==> src/rtl/ysyx_23060278_mdu_seq.sv <==
// Multi-cycle unsigned MUL/MULHU/DIVU/REMU sequencer on a shared, grant-gated ALU.
// Multiply is shift-add. Divide is restoring. One request is in flight at a time.
// Ports:
//   clk, rst                          clock, async active-high reset
//   req_valid/req_ready/req_op/a/b    request handshake and operands
//   resp_valid/resp_ready/data/dbz    response handshake, result, divide-by-zero flag
//   alu_req/alu_gnt                   ALU arbitration
//   alu_a/alu_b/alu_ctl               ALU operands and function (000 add, 001 sub)
//   alu_result/alu_cf                 ALU result and carry (sub: 1 iff a >= b)
module ysyx_23060278_mdu_seq #(
    parameter int unsigned DATA_W = 32,
    parameter int unsigned CNT_W  = 5
) (
    input  logic              clk,
    input  logic              rst,
    input  logic              req_valid,
    output logic              req_ready,
    input  logic [1:0]        req_op,
    input  logic [DATA_W-1:0] req_a,
    input  logic [DATA_W-1:0] req_b,
    output logic              resp_valid,
    input  logic              resp_ready,
    output logic [DATA_W-1:0] resp_data,
    output logic              resp_dbz,
    output logic              alu_req,
    input  logic              alu_gnt,
    output logic [DATA_W-1:0] alu_a,
    output logic [DATA_W-1:0] alu_b,
    output logic [2:0]        alu_ctl,
    input  logic [DATA_W-1:0] alu_result,
    input  logic              alu_cf
);

    localparam logic [1:0]       OP_MUL   = 2'b00;
    localparam logic [1:0]       OP_MULHU = 2'b01;
    localparam logic [1:0]       OP_DIVU  = 2'b10;
    localparam logic [1:0]       OP_REMU  = 2'b11;
    localparam logic [2:0]       CTL_ADD  = 3'b000;
    localparam logic [2:0]       CTL_SUB  = 3'b001;
    localparam logic [CNT_W-1:0] CNT_LAST = CNT_W'(DATA_W - 1);

    typedef enum logic [1:0] {S_IDLE, S_BUSY, S_DONE} state_t;

    state_t            state;
    logic [1:0]        op;
    logic [DATA_W-1:0] acc;   // MUL: hi,  DIV: R
    logic [DATA_W-1:0] sh;    // MUL: lo,  DIV: Q
    logic [CNT_W-1:0]  cnt;

    logic [DATA_W-1:0] rs;
    logic [DATA_W-1:0] step_acc;
    logic [DATA_W-1:0] step_sh;
    logic [DATA_W-1:0] step_alu_a;
    logic [DATA_W-1:0] sel_data;

    // One iteration of the datapath, plus the ALU operand a the next iteration needs.
    always_comb begin
        rs         = {acc[DATA_W-2:0], sh[DATA_W-1]};
        step_acc   = acc;
        step_sh    = sh;
        step_alu_a = '0;
        if (op[1]) begin
            // Shifted-out R msb means Rs >= 2**DATA_W > D, so the subtract always applies.
            if (acc[DATA_W-1] | alu_cf) begin
                step_acc = alu_result;
                step_sh  = {sh[DATA_W-2:0], 1'b1};
            end else begin
                step_acc = rs;
                step_sh  = {sh[DATA_W-2:0], 1'b0};
            end
            step_alu_a = {step_acc[DATA_W-2:0], step_sh[DATA_W-1]};
        end else begin
            // Carry of hi+mcand re-enters as the new hi msb.
            if (sh[0]) begin
                step_acc = {alu_cf, alu_result[DATA_W-1:1]};
                step_sh  = {alu_result[0], sh[DATA_W-1:1]};
            end else begin
                step_acc = {1'b0, acc[DATA_W-1:1]};
                step_sh  = {acc[0], sh[DATA_W-1:1]};
            end
            step_alu_a = step_acc;
        end
        case (op)
            OP_MUL:   sel_data = step_sh;
            OP_MULHU: sel_data = step_acc;
            OP_DIVU:  sel_data = step_sh;
            default:  sel_data = step_acc;
        endcase
    end

    // Control FSM, datapath registers and registered outputs.
    always_ff @(posedge clk or posedge rst) begin
        if (rst) begin
            state      <= S_IDLE;
            op         <= OP_MUL;
            acc        <= '0;
            sh         <= '0;
            cnt        <= '0;
            req_ready  <= 1'b1;
            resp_valid <= 1'b0;
            resp_data  <= '0;
            resp_dbz   <= 1'b0;
            alu_req    <= 1'b0;
            alu_a      <= '0;
            alu_b      <= '0;
            alu_ctl    <= CTL_ADD;
        end else begin
            case (state)
                S_IDLE: begin
                    if (req_valid) begin
                        op        <= req_op;
                        cnt       <= '0;
                        req_ready <= 1'b0;
                        if (req_op[1] && (req_b == '0)) begin
                            state      <= S_DONE;
                            resp_valid <= 1'b1;
                            resp_dbz   <= 1'b1;
                            resp_data  <= (req_op == OP_DIVU) ? '1 : req_a;
                        end else if (req_op[1]) begin
                            state   <= S_BUSY;
                            acc     <= '0;
                            sh      <= req_a;
                            alu_req <= 1'b1;
                            alu_a   <= DATA_W'(req_a[DATA_W-1]);
                            alu_b   <= req_b;
                            alu_ctl <= CTL_SUB;
                        end else begin
                            state   <= S_BUSY;
                            acc     <= '0;
                            sh      <= req_b;
                            alu_req <= 1'b1;
                            alu_a   <= '0;
                            alu_b   <= req_a;
                            alu_ctl <= CTL_ADD;
                        end
                    end
                end
                S_BUSY: begin
                    if (alu_gnt) begin
                        acc <= step_acc;
                        sh  <= step_sh;
                        if (cnt == CNT_LAST) begin
                            state      <= S_DONE;
                            cnt        <= '0;
                            alu_req    <= 1'b0;
                            alu_a      <= '0;
                            alu_b      <= '0;
                            alu_ctl    <= CTL_ADD;
                            resp_valid <= 1'b1;
                            resp_data  <= sel_data;
                            resp_dbz   <= 1'b0;
                        end else begin
                            cnt   <= cnt + CNT_W'(1);
                            alu_a <= step_alu_a;
                        end
                    end
                end
                S_DONE: begin
                    if (resp_ready) begin
                        state      <= S_IDLE;
                        resp_valid <= 1'b0;
                        resp_data  <= '0;
                        resp_dbz   <= 1'b0;
                        req_ready  <= 1'b1;
                    end
                end
                default: state <= S_IDLE;
            endcase
        end
    end

endmodule

==> config.mk <==
export PLATFORM = sky130hd
export DESIGN_NAME = ysyx_23060278_mdu_seq
export DESIGN_NICKNAME = d
export VERILOG_FILES = /design/src/rtl/ysyx_23060278_mdu_seq.sv
export SDC_FILE = /design/constraint.sdc
export NUM_CORES = 1
export LEC_CHECK = 0
export CAP_MARGIN = 20
export CORE_MARGIN = 2
export CORE_UTILIZATION = 53
export CTS_CLUSTER_DIAMETER = 30
export DETAILED_ROUTE_END_ITERATION = 6
export PLACE_DENSITY = 0.92
export SLEW_MARGIN = 40
export SYNTH_ARGS = -nofsm -noshare
export SYNTH_HDL_FRONTEND = slang
export SYNTH_SLANG_ARGS = --single-unit
==> constraint.sdc <==
create_clock -name clk -period 7.5 [get_ports clk]
set_clock_uncertainty 0.15 [all_clocks]
set_input_delay 1.5 -clock clk [delete_from_list [all_inputs] [get_ports clk]]
set_output_delay 1.5 -clock clk [all_outputs]
set_load 0.03 [all_outputs]
==> results.sh, run 1 <==
export IMPL_port_buffer_count=204
export IMPL_antenna_found_initial=1
export IMPL_routedWlPerCell_um=20.8
export IMPL_route_vias_total=8742
export IMPL_crit_slowest_cell="nor4_1"
export IMPL_fin_crit_ns=4.64
export IMPL_path_class="primary input to register"
export IMPL_postCtsSetupRepairBufs=0
export IMPL_drt_wl_total_um=29500
export IMPL_total_leakage_power_nw=5.56
export IMPL_ctsHoldBuffers=0
export IMPL_yosysTopAreaCellShare_pct=41.6
export IMPL_ir_worst_vdd_mv=0.312
export IMPL_grt_max_degree=110
export IMPL_cp_start_kind="primary input"
export IMPL_critical_path_arrival_ns=4.80
export IMPL_worstPathCellList="clkdlybuf4s50_1 > nor4_1 > and4_4 > and4_2 > buf_4 > nor2_4 > buf_4 > mux2_1"
export IMPL_max_cap_violations=0
export IMPL_final_hold_viol_count=0
export IMPL_worstMarginPinSlew_ns=0.759
export IMPL_ioPinCount=207
export IMPL_path_clk_slew_ns=0.07
export IMPL_hold_path_class="register to register"
export IMPL_maxSlewHeadroom_pct=49.4
export IMPL_grt_usage_pct=28.7
export IMPL_gp_congestion=0.953
export IMPL_crit_buf_inv=3
export IMPL_rsz0062_at_grt="false"
export IMPL_crit_family="simple AND/OR/NAND/NOR gates"
export IMPL_syn_area_um2=10400
export IMPL_finalCritPeriodShare_pct=61.9
export IMPL_status="completed"
export IMPL_netlist_instances=997
export IMPL_clock_sinks=174
export IMPL_synthArstFlopShare_pct=100
export IMPL_die_w_um=144
export IMPL_grt_first_pass_wirelength_um=46100
export IMPL_hold_depth=1
export IMPL_cpPeakStageDelay_ns=0.65
export IMPL_regToRegSetupSlack_ns=3.59
export IMPL_drc_errors=0
export IMPL_grt_pass1_vias=8573
export IMPL_cts_tree="yes"
export IMPL_rows=51
export IMPL_synth_avg_cell_area_um2=10.4
export IMPL_yosysMostFrequentCell="dfrtp_1"
export IMPL_reg2reg_depth=7
export IMPL_dp_hpwl_um=20700
export IMPL_place_ws_ns=2.44
export IMPL_fin_ws_ns=2.86
export IMPL_worstHoldStart="alu_b[26]"
export IMPL_die_area_um2=20800
export IMPL_clock_root_buffer="clkbuf_16"
export IMPL_areaGrowthSynthToFinish_pct=25.5
export IMPL_clock_latency_ns=0.43
export IMPL_ys_ff_latch=174
export IMPL_antenna_left=0
export IMPL_netlist_top_cells_area="dfrtp_1 42%, mux2_2 10%, mux2i_1 9.4%"
export IMPL_synth_seq_area_share_pct=41.8
export IMPL_fillers=1480
export IMPL_setup_violations=0
export IMPL_final_instance_count_excl_fill=1418
export IMPL_tns_ns=0
export IMPL_initial_utilization_pct=53.7
export IMPL_cts_buffers_inserted=17
export IMPL_synth_commonest_cells="173 x dfrtp_1, 98 x mux2i_1, 96 x mux2_2"
export IMPL_cp_max_fo=72
export IMPL_rr_endpoint="resp_data[18]"
export IMPL_cts_htree_levels=4
export IMPL_clock_path_buffers=2
export IMPL_drv_slew=0
export IMPL_critPathRequiredTime_ns=7.66
export IMPL_crit_path_end_kind="register"
export IMPL_powerDensity_nw_per_um2=500
export IMPL_synth_main_ff_cell="dfrtp_1"
export IMPL_yosys_area_top_type="dfrtp_1"
export IMPL_cts_resized=0
export IMPL_dp_cells=1385
export IMPL_cp_common_cell="buf_4"
export IMPL_power_total_mw=6.54
export IMPL_fmaxAchievable_mhz=216
export IMPL_coreArea_um2=19400
export IMPL_synthDistinctLibCells=49
export IMPL_synth_edff_count=0
export IMPL_drive_above_1_share_pct=16.3
export IMPL_finalNetCount=1249
export IMPL_min_to="alu_b[26]"
export IMPL_timing_hold_ws_ns=0.337
export IMPL_drt_iter0_markers=797
export IMPL_dr_pass1_iters=5
export IMPL_grt_overflow_total=0
export IMPL_ys_warn_count=0
export IMPL_vias_per_cell=6.17
export IMPL_r2r_start="state[1]"
export IMPL_die_y_um=144
==> power by group <==
part | total, mW | switching, mW | internal, mW | leakage [nW]
sequential | 1.78 | 0.368 | 1.41 | 2.20
combinational | 3.90 | 2.18 | 1.72 | 3.09
clock | 0.859 | 0.383 | 0.476 | 0.265
==> placed cells by master, fill, tap and decap left out, types with 2 or more instances in the layout <==
| cell | Yosys | final |
|---|---|---|
| dfrtp_1 | 173 | 171 |
| a22o_1 | 2 | 2 |
| nand2b_1 | 2 | 2 |
| buf_6 | 13 | 2 |
| nand3_1 | 3 | 3 |
| mux2i_1 | 98 | 98 |
| nand2_1 | 72 | 72 |
| buf_4 | 2 | 12 |
| a21oi_1 | 36 | 36 |
| a32o_1 | 3 | 3 |
| and3_1 | 3 | 3 |
| mux2_1 | 5 | 5 |
| clkinvlp_4 | 0 | 5 |
| a211oi_1 | 62 | 62 |
| conb_1 | 1 | 2 |
| mux2_2 | 96 | 96 |
| o2bb2ai_1 | 32 | 32 |
| dfrtp_4 | 0 | 2 |
| clkdlybuf4s50_1 | 0 | 203 |
| nor4_1 | 6 | 6 |
| o21ai_0 | 71 | 71 |
| ha_1 | 6 | 5 |
| clkbuf_8 | 0 | 2 |
| clkinv_4 | 0 | 2 |
| clkbuf_16 | 0 | 17 |
| nor2_4 | 1 | 2 |
| nor2b_1 | 35 | 34 |
| inv_1 | 7 | 6 |
| nand4_1 | 2 | 2 |
| mux2_4 | 27 | 27 |
| inv_6 | 0 | 2 |
| a221o_1 | 31 | 31 |
| o31ai_1 | 36 | 36 |
| clkinv_2 | 0 | 2 |
| nor2_1 | 70 | 68 |
==> per-layer routing <==
metal | up-vias | GRT usage, % | routed length, um
met2 | 403 | 46.0 | 13800
met3 | 76 | 5.66 | 2290
li1 | 3993 | - | -
met1 | 4270 | 38.2 | 12300
met5 | - | 0 | 0
met4 | 0 | 12.3 | 1090
==> state kept, by name, indices dropped and copies added, names as in the netlist <==
register    flops
sh             32
req_ready       1
resp_data      32
cnt             5
alu_ctl         1
alu_a          32
alu_b          32
op              2
acc            32
alu_req         1
resp_dbz        1
resp_valid      1
state           2
==> worst register-to-register path: cells and delay by family (launching register included) <==
| kind | cells | cell delay (ns) |
|---|---|---|
| AND/OR/NAND/NOR | 3 | 1.62 |
| adder cells (fa/ha/maj) | 1 | 0.52 |
| buffers and inverters | 2 | 0.67 |
| flip-flops | 1 | 0.40 |
| multiplexers | 1 | 0.42 |
==> logic make-up after synthesis <==
family | after synthesis | synth area share (%)
adder cells (fa/ha/maj) | 6 | 0.721
other | 1 | 0.0360
multiplexers | 226 | 24.2
flip-flops | 174 | 41.8
AO/OA/AOI/OAI | 280 | 18.9
AND/OR/NAND/NOR | 206 | 9.41
buffers and inverters | 104 | 4.89
==> cell type report <==
type                    instances  area (um2)  area share (%)
diodes                          1        2.50          0.0191
clock buffers                  20         457            3.49
clock inverters                12         113           0.862
inverters                       7        33.8           0.258
multi-input cells             720        5580            42.7
flip-flops and latches        174        4360            33.4
well taps                     265         332            2.54
repair buffers                219        2190            16.7
==> stage by stage <==
stage | util [%] | instance area (um2)
finish | 67.4 | 13100
global route | 67.4 | 13100
CTS | 67.4 | 13100
detailed placement | 64.4 | 12500
global placement | 64.1 | 12400
floorplan | - | 10400
==> worst max path at each step <==
stage,start,endpoint,slack (ns),depth (start not counted)
after floorplan,rst,acc[0],1.13,1
after global placement,req_b[6],alu_b[26],2.28,8
after detailed placement,req_b[6],sh[3],2.44,8
after CTS,req_b[6],sh[3],2.91,8
after global routing,req_b[6],alu_a[20],2.77,8
final,req_b[6],alu_a[20],2.86,8
(Power assumes the default switching activity.)
==> run 2: changes to the inputs <==
CORE_UTILIZATION = 48   (was 53)
PLACE_DENSITY = 0.88   (was 0.92)
clock period = 4.15 ns   (was 7.5 ns; I/O delays follow)
==> run 2 against run 1 <==
Net effect:
- power is 87% higher
- largest cell class unchanged
- largest power group unchanged
- routed wire length is 4.5% higher
- worst hold slack worse by 0.0064 ns
- sequential share of layout area is 0.67 points lower
- combinational power is 86% higher
- clock-buffer cell count is 2 lower
- cell count is 1.7% higher
- core utilization is 4.3 points lower
- clock power is 100% higher
- setup slack worse by 1.8 ns
- via count is 0.43% higher
==> results.sh, run 2 (synthesized netlist as in run 1, its figures left out) <==
export IMPL_status="completed"
export IMPL_hold_depth=1
export IMPL_crit_family="simple AND/OR/NAND/NOR gates"
export IMPL_gp_congestion=0.892
export IMPL_fmaxAchievable_mhz=320
export IMPL_final_common_cell="clkdlybuf4s50_1"
export IMPL_critPathLaunch="req_b[17]"
export IMPL_fin_crit_ns=3.13
export IMPL_ir_worst_vdd_mv=0.447
export IMPL_worstMarginPinSlew_ns=0.691
export IMPL_drt_wl_total_um=30800
export IMPL_antenna_found_initial=1
export IMPL_critical_path_arrival_ns=3.33
export IMPL_critPathRequiredTime_ns=4.35
export IMPL_vias_per_cell=6.09
export IMPL_clock_path_buffers=2
export IMPL_areaGrowthSynthToFinish_pct=28.0
export IMPL_crit_buf_inv=3
export IMPL_drv_slew=0
export IMPL_cp_max_fo=33
export IMPL_grt_pass1_vias=8680
export IMPL_clock_sinks=174
export IMPL_grt_first_pass_wirelength_um=47200
export IMPL_clock_latency_ns=0.43
export IMPL_finalCritPeriodShare_pct=75.4
export IMPL_dp_hpwl_um=22000
export IMPL_regToRegSetupSlack_ns=1.21
export IMPL_hold_path_class="register to register"
export IMPL_ioPinCount=207
export IMPL_grt_usage_pct=27.0
export IMPL_cpPeakStageDelay_ns=0.55
export IMPL_rsz0062_at_grt="false"
export IMPL_r2r_start="state[1]"
export IMPL_total_leakage_power_nw=5.71
export IMPL_tns_ns=0
export IMPL_drt_iter0_markers=585
export IMPL_antenna_left=0
export IMPL_clock_root_buffer="clkbuf_16"
export IMPL_finalNetCount=1264
export IMPL_max_cap_violations=0
export IMPL_multi_input_area_um2=5570
export IMPL_reg2reg_depth=9
export IMPL_path_clk_slew_ns=0.06
export IMPL_port_buffer_count=204
export IMPL_rr_endpoint="resp_data[15]"
export IMPL_worstHoldStart="cnt[3]"
export IMPL_path_class="primary input to register"
export IMPL_crit_slowest_cell="nor4_1"
export IMPL_cts_buffers_inserted=17
export IMPL_die_w_um=151
export IMPL_cts_resized=0
export IMPL_routedWlPerCell_um=21.4
export IMPL_fillers=1659
export IMPL_final_hold_viol_count=0
export IMPL_dr_pass1_iters=7
export IMPL_drive_above_1_share_pct=17.2
export IMPL_die_y_um=151
export IMPL_worstPathCellList="clkdlybuf4s50_1 > nor4_1 > and4_4 > and4_2 > buf_4 > or3_1 > buf_12 > o2bb2ai_1"
export IMPL_powerDensity_nw_per_um2=918
export IMPL_ctsHoldBuffers=0
export IMPL_cp_start_kind="primary input"
export IMPL_fin_ws_ns=1.02
export IMPL_die_area_um2=22900
export IMPL_rows=53
export IMPL_coreArea_um2=21200
export IMPL_cts_htree_levels=4
export IMPL_layout_common_cells="203 x clkdlybuf4s50_1, 171 x dfrtp_1, 98 x mux2i_1, 96 x mux2_2, 72 x nand2_1"
export IMPL_drc_errors=0
export IMPL_place_ws_ns=0.610
export IMPL_setup_violations=0
export IMPL_grt_overflow_total=0
export IMPL_seqCellArea_um2=4360
export IMPL_route_vias_total=8780
export IMPL_min_to="cnt[3]"
export IMPL_crit_path_end_kind="register"
export IMPL_postCtsSetupRepairBufs=0
export IMPL_grt_max_degree=75
export IMPL_cts_tree="yes"
export IMPL_initial_utilization_pct=49.2
export IMPL_maxSlewHeadroom_pct=53.9
[run 2: report_power, final]
group          internal (mW)  switching, mW  leakage (nW)
clock                   1.07          0.692         0.311
combinational           3.22           4.03          3.19
sequential              2.55          0.684          2.20
[run 2: final cells by class]
class                      instances  share of cell area (%)
tap                              275                    2.58
clock buffer                      18                    3.22
sequential                       174                    32.7
clock inverter                    13                    1.59
timing repair buffer             234                    17.9
multi-input combinational        720                    41.8
antenna                            1                  0.0188
inverter                           7                   0.225
[run 2: stage by stage]
step                area [um2]  utilization (%)  hold WS, ns  total power, mW  std cells
global placement         12600             59.7        0.309             10.1       1407
global route             13300             63.0        0.343             12.9       1442
finish                   13300             63.0        0.330             12.2       1442
CTS                      13300             62.9        0.327             12.2       1440
floorplan                10400                -        0.287             8.11        998
detailed placement       12700             59.9        0.312             10.4       1409
[run 2: worst max-delay path by stage]
| stage | depth (start not counted) | endpoint | slack, ns |
|---|---|---|---|
| after detailed placement | 8 | alu_a[18] | 0.61 |
| after CTS | 8 | alu_a[18] | 1.03 |
| after floorplan | 1 | acc[0] | 0.95 |
| after global placement | 8 | alu_a[27] | 0.62 |
| final | 8 | alu_b[27] | 1.02 |
| after global routing | 8 | alu_b[27] | 0.96 |
[run 2: per-layer routing]
metal  share of wire (%)  global-route usage (%)  up-vias
met4                 2.7                    9.72        0
met1                  42                    35.3     4355
met5                   0                       0        -
met2                  47                    43.3      364
li1                    -                       -     4012
met3                 8.4                    6.87       49
